File: src/rtl/hsv_pipe_ctrl.sv
// hsv_pipe_ctrl: valid/sof/last sequencer, bank enables and frame stats for RGB2HSV.
// Optional feature macro: HSV_PIPE_BUBBLE_COLLAPSE_EN (empty banks load during a stall).
module hsv_pipe_ctrl #(
    parameter int STAGES = 4
) (
    input  logic              clk,
    input  logic              rst,
    input  logic              s_valid,
    output logic              s_ready,
    input  logic              s_sof,
    input  logic              s_last,
    output logic              m_valid,
    input  logic              m_ready,
    output logic              m_sof,
    output logic              m_last,
    output logic [STAGES-1:0] stage_en,
    output logic              busy,
    output logic              frame_done,
    output logic [15:0]       frame_len,
    output logic [7:0]        drop_cnt,
    output logic              err_sof
);

    typedef enum logic [1:0] {
        IDLE,
        RUN,
        DRAIN
    } state_t;

    state_t state_q, state_d;

    logic [STAGES-1:0] vld_q, vld_d;
    logic [STAGES-1:0] sof_q, sof_d;
    logic [STAGES-1:0] last_q, last_d;

    logic [15:0] pix_cnt_q, pix_cnt_d;
    logic [15:0] frame_len_q, frame_len_d;
    logic [7:0]  drop_cnt_q, drop_cnt_d;
    logic        frame_done_q, frame_done_d;
    logic        err_sof_q, err_sof_d;

    logic [STAGES-1:0] en_raw;
    logic              adv_out;
    logic              s_acc;
    logic              enter;
    logic              ld0;
    logic              m_hs;

    assign adv_out = !vld_q[STAGES-1] | m_ready;

`ifdef HSV_PIPE_BUBBLE_COLLAPSE_EN
    logic en_acc;

    // Enable ripples back from the output: an empty bank may always load.
    always_comb begin
        en_raw = '0;
        en_acc = adv_out;
        for (int i = STAGES - 1; i >= 0; i--) begin
            if (i != STAGES - 1) begin
                en_acc = !vld_q[i] | en_acc;
            end
            en_raw[i] = en_acc;
        end
    end
`else
    assign en_raw = {STAGES{adv_out}};
`endif

    assign stage_en = rst ? '0 : en_raw;
    assign s_ready  = !rst & (state_q != DRAIN) & en_raw[0];
    assign s_acc    = s_valid & s_ready;
    assign enter    = (state_q != IDLE) | s_sof;
    assign ld0      = s_acc & enter;
    assign m_hs     = vld_q[STAGES-1] & m_ready;

    assign m_valid    = vld_q[STAGES-1];
    assign m_sof      = sof_q[STAGES-1];
    assign m_last     = last_q[STAGES-1];
    assign busy       = (state_q != IDLE) | (|vld_q);
    assign frame_done = frame_done_q;
    assign frame_len  = frame_len_q;
    assign drop_cnt   = drop_cnt_q;
    assign err_sof    = err_sof_q;

    // Tag shift: each enabled bank copies its upstream neighbour.
    always_comb begin
        vld_d  = vld_q;
        sof_d  = sof_q;
        last_d = last_q;
        if (en_raw[0]) begin
            vld_d[0]  = ld0;
            sof_d[0]  = ld0 & s_sof;
            last_d[0] = ld0 & s_last;
        end
        for (int i = 1; i < STAGES; i++) begin
            if (en_raw[i]) begin
                vld_d[i]  = vld_q[i-1];
                sof_d[i]  = sof_q[i-1];
                last_d[i] = last_q[i-1];
            end
        end
    end

    // Frame FSM, drop counting and mid-frame sof detection.
    always_comb begin
        state_d    = state_q;
        drop_cnt_d = drop_cnt_q;
        err_sof_d  = 1'b0;
        unique case (state_q)
            IDLE: begin
                if (s_acc) begin
                    if (s_sof) begin
                        state_d = s_last ? DRAIN : RUN;
                    end else if (drop_cnt_q != 8'hFF) begin
                        drop_cnt_d = drop_cnt_q + 8'd1;
                    end
                end
            end
            RUN: begin
                if (s_acc) begin
                    err_sof_d = s_sof;
                    if (s_last) begin
                        state_d = DRAIN;
                    end
                end
            end
            DRAIN: begin
                if (m_hs & last_q[STAGES-1]) begin
                    state_d = IDLE;
                end
            end
            default: state_d = IDLE;
        endcase
    end

    // Output-side beat counting; length latched on the last beat.
    always_comb begin
        pix_cnt_d    = pix_cnt_q;
        frame_len_d  = frame_len_q;
        frame_done_d = 1'b0;
        if (m_hs) begin
            pix_cnt_d = sof_q[STAGES-1] ? 16'd1 : pix_cnt_q + 16'd1;
            if (last_q[STAGES-1]) begin
                frame_len_d  = pix_cnt_d;
                frame_done_d = 1'b1;
            end
        end
    end

    // State registers; reset drops all in-flight beats.
    always_ff @(posedge clk) begin
        if (rst) begin
            state_q      <= IDLE;
            vld_q        <= '0;
            sof_q        <= '0;
            last_q       <= '0;
            pix_cnt_q    <= '0;
            frame_len_q  <= '0;
            drop_cnt_q   <= '0;
            frame_done_q <= 1'b0;
            err_sof_q    <= 1'b0;
        end else begin
            state_q      <= state_d;
            vld_q        <= vld_d;
            sof_q        <= sof_d;
            last_q       <= last_d;
            pix_cnt_q    <= pix_cnt_d;
            frame_len_q  <= frame_len_d;
            drop_cnt_q   <= drop_cnt_d;
            frame_done_q <= frame_done_d;
            err_sof_q    <= err_sof_d;
        end
    end

endmodule

File: config.mk
export PLATFORM = sky130hd
export DESIGN_NAME = hsv_pipe_ctrl
export DESIGN_NICKNAME = d
export VERILOG_FILES = /design/src/rtl/hsv_pipe_ctrl.sv
export SDC_FILE = /design/constraint.sdc
export NUM_CORES = 1
export LEC_CHECK = 0
export ABC_AREA = 1
export CAP_MARGIN = 5
export CORE_MARGIN = 2
export CORE_UTILIZATION = 55
export CTS_CLUSTER_DIAMETER = 120
export DETAILED_ROUTE_END_ITERATION = 8
export PLACE_DENSITY = 0.82
export SLEW_MARGIN = 15
export SYNTH_ARGS = -nofsm -noshare
export SYNTH_HDL_FRONTEND = slang
export SYNTH_SLANG_ARGS = --single-unit
File: constraint.sdc
create_clock -name clk -period 3.1 [get_ports clk]
set_input_delay 0.62 -clock clk [delete_from_list [all_inputs] [get_ports clk]]
set_output_delay 0.62 -clock clk [all_outputs]
set_load 0.02 [all_outputs]
==> results.ini, run 1 <==
[clocking]
cts_tree=built
clockBufferDepth=2
cts.clk_slew.worst_paths_ns=0.10
clk-insertion-delay-late_ns=0.32
postCtsSetupBuffers=0
cts.sinks=56
cts_root_buf=clkbuf_8
cts_resized=0
h-tree-depth=2
cts_buffers=5
cts_hold_buf=0

[layout]
n_fill_cell=365
final_area_um2=3082
num_antenna_cells=0
layout_common_cells=56 x nand2_1, 56 x dfxtp_1, 44 x o21ai_0
area_delta_synth_final_pct=21.33
num-nets-final=382
drive_gt1_share_pct=10.93
finalCoreUtilization_pct=69.81

[route]
detail_route.iter0.violations=212
routed_wl_mm=5.298
drtAntennaViolNets=0
drc=0
first_pass_iters=4
vias=2251
wire_per_inst_um=12.41
viasPerCell=5.272

[logic_synthesis]
avgSynthCellArea_um2=7.492
synthCells=339
synth_warnings=0
synth.top_cell.area_share_pct=44.14
syn_area_um2=2540
yosysSeqAreaShare_pct=44.14
ys_types=32
synth_top_area_cell=dfxtp_1
synthArstFlopShare_pct=0
synth_edf_count=0
synth_nets=347
ys.flop_type=dfxtp_1
synth_area_leaders=dfxtp_1 44%, o21ai_0 8.7%, nand2_1 8.3%
yosys_register_bits=56

[sta]
period_needed_ns=2.700
slew_violations=0
fin_crit_sh_pct=87.11
setup-tns-final_ns=0
rsz0062_at_grt=no
finalHoldViolCount=0
slew_headroom_pct=60.44
fmax_mhz=370.3
finClkSkew_ns=0.004934
setup_viol=0
tightest_slew_ns=0.5927

[placement]
place_congestion=0.8228
io_buffers=40
placedInstanceArea_um2=2967
dpl.hpwl_mm=3.669

[pwr]
p_leak_nw=1.172
power.density_nw_per_um2=451.9
irDropWorstVdd_v=0.0002890

[grt]
grt_max_degree=32
grt_overflow=0
grt_pass1_vias=2013
antenna_found_initial=0
grtUsageTotal_pct=22.26
grt_pass1_wl_mm=9.080

[floorplan]
start_util_pct=57.54
io_pins=41
dieArea_um2=5178
dieWidth_um=71.96
die_y_um=71.96
core_region_area_um2=4414
rows=24

[worst_setup_path]
worstSetupPathType=in -> out
crit_required_ns=2.48
crit_path_end_kind=output port
worstPathArrival_ns=2.08
crit_fanout=4
crit_path_start_kind=input port

[run_status]
status=finished clean

[min_path]
hold_class=reg -> reg

[run]
cap_violations=0

==> cell usage after synthesis (2+ instances only) <==
cell	number
nor2_2	4
buf_4	4
nand3_2	5
nor2_1	33
a21oi_2	5
dfxtp_1	56
xor2_1	4
nor2_4	2
ha_1	2
a21oi_1	41
inv_1	27
xnor2_1	3
nand3_1	13
o21bai_1	3
nand2_2	4
nor3_1	3
clkbuf_1	7
nand4_1	3
o21ai_0	44
inv_2	3
nand2_1	56
buf_2	5
a31oi_1	3
==> per-stage QoR <==
stage	std cells	power [mW]	setup WS, ns	hold WS [ns]
after floorplan	339	0.8645	0.7418	0.4429
after detailed placement	419	0.9147	0.3953	0.4745
after CTS	427	1.401	0.3837	0.4903
after global routing	427	1.441	0.2693	0.4944
after global placement	419	0.9112	0.4130	0.4587
final	427	1.393	0.3996	0.4870
==> worst paths after layout <==
kind              cells past startpoint             to    startpoint  slack, ns
setup reg to reg                      7  frame_len[12]  pix_cnt_q[0]       1.54
hold / removal                        2   frame_len[1]  frame_len[1]       0.49
setup / recovery                      6    stage_en[2]       m_ready       0.40
hold reg to reg                       2   frame_len[1]  frame_len[1]       0.49
==> power breakdown <==
| part | internal, mW | switching (mW) |
|---|---|---|
| Clock | 0.244 | 0.250 |
| Combinational | 0.0621 | 0.0905 |
| Sequential | 0.733 | 0.0130 |
| Total | 1.04 | 0.354 |
==> critical path, stage by stage <==
cell	delay (ns)
clkdlybuf4s50_1	0.48
inv_1	0.04
nand2_1	0.06
inv_1	0.05
nor2_1	0.18
clkdlybuf4s50_1	0.65
==> state kept, by name, summed over array words and instances (netlist names) <==
| name | count |
|---|---|
| drop_cnt | 8 |
| frame_done | 1 |
| state_q | 2 |
| pix_cnt_q | 16 |
| err_sof | 1 |
| sof_q | 4 |
| vld_q | 4 |
| last_q | 4 |
| frame_len | 16 |
==> layout make-up <==
cell class / count / area (um^2) / area share (%)
Inverter: 31 / 121.4 / 3.938
Timing Repair Buffer: 46 / 457.9 / 14.86
Sequential cell: 56 / 1121 / 36.38
Tap cell: 52 / 65.06 / 2.111
Clock buffer: 5 / 68.82 / 2.233
Clock inverter: 3 / 46.29 / 1.502
Multi-Input combinational cell: 234 / 1201 / 38.98
==> metal layers <==
layer / track usage (%) / share of wire [%]
met3: 5.556 / 4.9
met5: 0 / 0
met2: 36.42 / 48
met4: 9.015 / 1.2
met1: 28.29 / 46
==> cell families (layout without fill, tap and decap cells) <==
logic type	count (synthesis)	count (layout)	share of synthesized area [%]
AOI/OAI and AO/OA	97	97	20.39
DFF	56	56	44.14
and+or+nand+nor	128	128	23.50
adders and majority gates	2	2	0.9851
buffers and inverters	49	85	8.571
xor gates and xnor gates	7	7	2.414
Power figures use the tool's default switching activity.
==> inputs of run 2 (changes only) <==
--- a/config.mk
+++ b/config.mk
@@ -12,6 +12,7 @@
 export CTS_CLUSTER_DIAMETER = 120
 export DETAILED_ROUTE_END_ITERATION = 8
 export PLACE_DENSITY = 0.82
+export RECOVER_POWER = 25
 export SLEW_MARGIN = 15
 export SYNTH_ARGS = -nofsm -noshare
 export SYNTH_HDL_FRONTEND = slang
==> constraint.sdc (replaced) <==
create_clock -name clk -period 3.1 [get_ports clk]
set_input_delay 0.31 -clock clk [delete_from_list [all_inputs] [get_ports clk]]
set_output_delay 0.31 -clock clk [all_outputs]
set_load 0.02 [all_outputs]
==> run 2 against run 1 <==
Against the previous run:
- cell count is 0.23% lower
- clock skew is 0.0035 ns higher
- worst setup slack improved by 0.35 ns
- via count is 1.6% higher
- critical path depth did not move
- register-to-register slack worse by 0.30 ns
- highest routed layer unchanged
- utilization shrank 0.82 points
- sequential cell count unchanged
- sequential power is essentially flat
==> results.ini, run 2 (synthesis gave the netlist of run 1 again) <==
[sta]
slew_headroom_pct=25.44
tightest_slew_ns=1.118
finClkSkew_ns=0.008434
finalHoldViolCount=0
period_needed_ns=2.348
fin_crit_sh_pct=75.75
rsz0062_at_grt=no
whs_ns=0.4753
fmax_mhz=425.8
setup_viol=0
setup_ws_ns=0.7516
slew_violations=0
setup-tns-final_ns=0

[route]
drtAntennaViolNets=0
viasPerCell=5.369
drc=0
wire_per_inst_um=12.45
detail_route.iter0.violations=237
first_pass_iters=4
routed_wl_mm=5.305
vias=2287

[layout]
n_fill_cell=393
drive_gt1_share_pct=9.893
area_delta_synth_final_pct=19.90
final_cell_count_no_fill=426
num-nets-final=381
finalCoreUtilization_pct=68.99
final_area_um2=3045
num_antenna_cells=0
layout_common_cells=56 x nand2_1, 56 x dfxtp_1, 44 x o21ai_0

[worst_setup_path]
crit_path_start_kind=input port
crit_path_end_kind=output port
crit_required_ns=2.79
crit_fanout=14
worstSetupPathType=in -> out
worstPathArrival_ns=2.04

[floorplan]
core_region_area_um2=4414
rows=24
io_pins=41
die_y_um=71.96
start_util_pct=57.54
dieArea_um2=5178
dieWidth_um=71.96

[min_path]
hold_class=reg -> reg

[placement]
placedCellCount=418
place_congestion=0.8186
dpl.hpwl_mm=3.652
placedInstanceArea_um2=2947
io_buffers=40
dp_slack_ns=0.8030

[clocking]
cts_resized=0
cts_hold_buf=0
cts_buffers=5
clk-insertion-delay-late_ns=0.31
cts_tree=built
clockBufferDepth=2
h-tree-depth=2
cts.clk_slew.worst_paths_ns=0.10
postCtsSetupBuffers=0
cts_root_buf=clkbuf_8
cts.sinks=56

[grt]
grt_max_degree=32
antenna_found_initial=0
grt_pass1_vias=2162
grt_pass1_wl_mm=9.121
grtUsageTotal_pct=21.89
grt_overflow=0

[pwr]
p_leak_nw=1.171
power.density_nw_per_um2=451.7
power.total_mw=1.376
irDropWorstVdd_v=0.0002233

[run]
cap_violations=0

[run_status]
status=finished clean

## run 2: cell count changes in the layout (fill, tap and decap cells not counted), moves of 2 or more
cell             delta
buf_4               -2
clkbuf_1            +2
clkdlybuf4s50_1     -7
dlygate4sd3_1       +7
## run 2: per-layer routing
layer	routed length [um]	track usage, %
met2	2542	37.76
met5	0	0
met3	248	3.889
met1	2408	27.36
met4	105	8.386
## run 2: layout make-up
type | instances | area, um^2 | area share, %
Timing Repair Buffer | 45 | 430.4 | 14.13
Sequential cell | 56 | 1121 | 36.81
Clock buffer | 5 | 68.82 | 2.260
Inverter | 31 | 121.4 | 3.985
Tap cell | 52 | 65.06 | 2.136
Multi-Input combinational cell | 234 | 1196 | 39.28
Clock inverter | 3 | 42.54 | 1.397
## run 2: where the power goes
group	internal (mW)	switching, mW
clock network	0.239	0.241
logic	0.0594	0.0905
registers	0.733	0.0126
total	1.03	0.344
## run 2: worst paths after layout
| path | end | slack (ns) | cells past startpoint | from |
|---|---|---|---|---|
| worst max-delay path | stage_en[2] | 0.75 | 6 | m_ready |
| worst min-delay path | last_q[0] | 0.48 | 2 | last_q[0] |
| worst max register to register | pix_cnt_q[0] | 1.24 | 5 | vld_q[3] |
| worst min register to register | last_q[0] | 0.48 | 2 | last_q[0] |
## run 2: worst max-delay path, stage by stage
cell	delay, ns
dlygate4sd3_1	0.55
inv_1	0.05
nand2_1	0.07
inv_1	0.17
nor2_1	0.24
clkdlybuf4s50_1	0.65
==> inputs of run 3 (changes only) <==
--- a/config.mk
+++ b/config.mk
@@ -8,10 +8,10 @@
 export ABC_AREA = 1
 export CAP_MARGIN = 5
 export CORE_MARGIN = 2
-export CORE_UTILIZATION = 55
+export CORE_UTILIZATION = 48
 export CTS_CLUSTER_DIAMETER = 120
 export DETAILED_ROUTE_END_ITERATION = 8
-export PLACE_DENSITY = 0.82
+export PLACE_DENSITY = 0.76
 export RECOVER_POWER = 25
 export SLEW_MARGIN = 15
 export SYNTH_ARGS = -nofsm -noshare
==> constraint.sdc (replaced) <==
create_clock -name clk -period 1.9 [get_ports clk]
set_input_delay 0.19 -clock clk [delete_from_list [all_inputs] [get_ports clk]]
set_output_delay 0.19 -clock clk [all_outputs]
set_load 0.02 [all_outputs]
==> run 3 against run 2 <==
Against the previous run:
- worst hold slack worse by 0.0048 ns
- first-iteration DRC count shrank 49%
- clock power grew 40%
- sequential power increased by 64%
- utilization decreased by 8.7 points
- cell count is 4.9% higher
- worst setup slack got worse by 0.59 ns
- die area grew 14%
- largest cell class unchanged
- register-to-register slack lost 0.90 ns
- count of clock-buffer cells in the layout increased by 2
- sequential share of layout area down 0.40 points
==> results.ini, run 3 (synthesis gave the netlist of run 1 again) <==
[sta]
setup-tns-final_ns=0
fmax_mhz=576.0
period_needed_ns=1.736
setup_viol=0
whs_ns=0.4705
slew_headroom_pct=65.10
fin_crit_sh_pct=91.38
slew_violations=0
finalHoldViolCount=0
setup_ws_ns=0.1639
rsz0062_at_grt=no
tightest_slew_ns=0.5235
finClkSkew_ns=0.006315

[worst_setup_path]
crit_fanout=3
r2r_cells=9
rrSetupSlack_ns=0.34
crit_family=buffers and inverters
r2r_start=pix_cnt_q[0]
crit_path_start_kind=register
worstPathArrival_ns=1.55
cp_num_cells=3
crit_chain=nor4_1 -> nand2_1 -> clkdlybuf4s50_1
cp_num_buf_inv=1
slowest_delay_ns=0.55
endpoint=busy
crit_required_ns=1.71
cp-startpoint=vld_q[0]
worstSetupPathType=reg -> out
timing.rr.end=frame_len[14]
crit_path_end_kind=output port
slowest_stage=clkdlybuf4s50_1

[run_status]
status=finished clean

[floorplan]
dieArea_um2=5889
dieWidth_um=76.74
io_pins=41
core_region_area_um2=5107
rows=26
start_util_pct=49.73
die_y_um=76.74

[layout]
register_area_um2=1121
multi_input_area_um2=1196
finalCoreUtilization_pct=60.29
num_antenna_cells=0
drive_gt1_share_pct=10.34
area_delta_synth_final_pct=21.23
layout_common_cells=56 x nand2_1, 56 x dfxtp_1, 44 x o21ai_0
final_area_um2=3079
num-nets-final=384
n_fill_cell=471

[route]
detail_route.iter0.violations=121
vias=2252
viasPerCell=5.038
routed_wl_mm=5.200
drc=0
wire_per_inst_um=11.63
drtAntennaViolNets=0
first_pass_iters=4

[placement]
dpl.hpwl_mm=3.679
place_congestion=0.8944
io_buffers=40
placedInstanceArea_um2=3017
dp_slack_ns=0.02557

[pwr]
power.density_nw_per_um2=692.3
irDropWorstVdd_v=0.0004375
p_leak_nw=1.201

[clocking]
postCtsSetupBuffers=0
h-tree-depth=2
cts_hold_buf=0
cts.clk_slew.worst_paths_ns=0.10
clockBufferDepth=2
cts_root_buf=clkbuf_8
cts_buffers=5
cts_tree=built
cts.sinks=56
clk-insertion-delay-late_ns=0.31

[grt]
grt_pass1_wl_mm=8.845
grt_max_degree=32
antenna_found_initial=0
grtUsageTotal_pct=18.04
grt_pass1_vias=2034
grt_overflow=0

[min_path]
hold_class=reg -> reg

[run]
cap_violations=0

==> run 3: power by group <==
group	internal [mW]	total, mW	switching (mW)	leakage, nW
logic	0.0973	0.243	0.145	0.705
registers	1.20	1.22	0.0216	0.452
clock network	0.297	0.672	0.375	0.0445
total	1.59	2.13	0.541	1.20
==> run 3: timing repair <==
item                                   CTS  global route
gates resized for setup                  0             5
endpoints found under the hold margin    0             0
setup endpoints to repair                0             5
==> run 3: tightest hold or removal path, cell delays in order (launching register included) <==
cell and delay [ns]:
dfxtp_1 0.32, nand2_1 0.06, a21oi_1 0.05
==> run 3: metrics by stage <==
stage          total power [mW]  instances
3_5_place_dp              1.493        439
5_1_grt                   2.230        447
6_report                  2.132        447
2_1_floorplan             1.411        339
3_3_place_gp              1.492        439
4_1_cts                   2.165        447
==> run 3: per-layer routing <==
metal / vias to the layer above / routed length, um / track usage [%]
met5: - / 0 / 0
met4: 0 / 71 / 7.091
met3: 5 / 172 / 3.176
met2: 41 / 2438 / 30.96
met1: 1016 / 2518 / 22.40
li1: 1190 / - / -
==> run 3: area by class of cell <==
class	instances	area share, %
inverters	31	3.941
clock buffers	7	2.804
well taps	70	2.844
repair buffers	48	14.91
flip-flops and latches	56	36.41
clock inverters	1	0.2438
multi-input cells	234	38.85
==> run 3: how the worst min path moves through the flow <==
| stage | startpoint | to | slack [ns] | cells after the start |
|---|---|---|---|---|
| floorplan | s_last | last_q[0] | 0.33 | 2 |
| global placement | sof_q[0] | sof_q[0] | 0.46 | 2 |
| detailed placement | sof_q[0] | sof_q[0] | 0.46 | 2 |
| CTS | sof_q[0] | sof_q[0] | 0.47 | 2 |
| global route | last_q[0] | last_q[0] | 0.50 | 2 |
| finish | last_q[0] | last_q[0] | 0.47 | 2 |
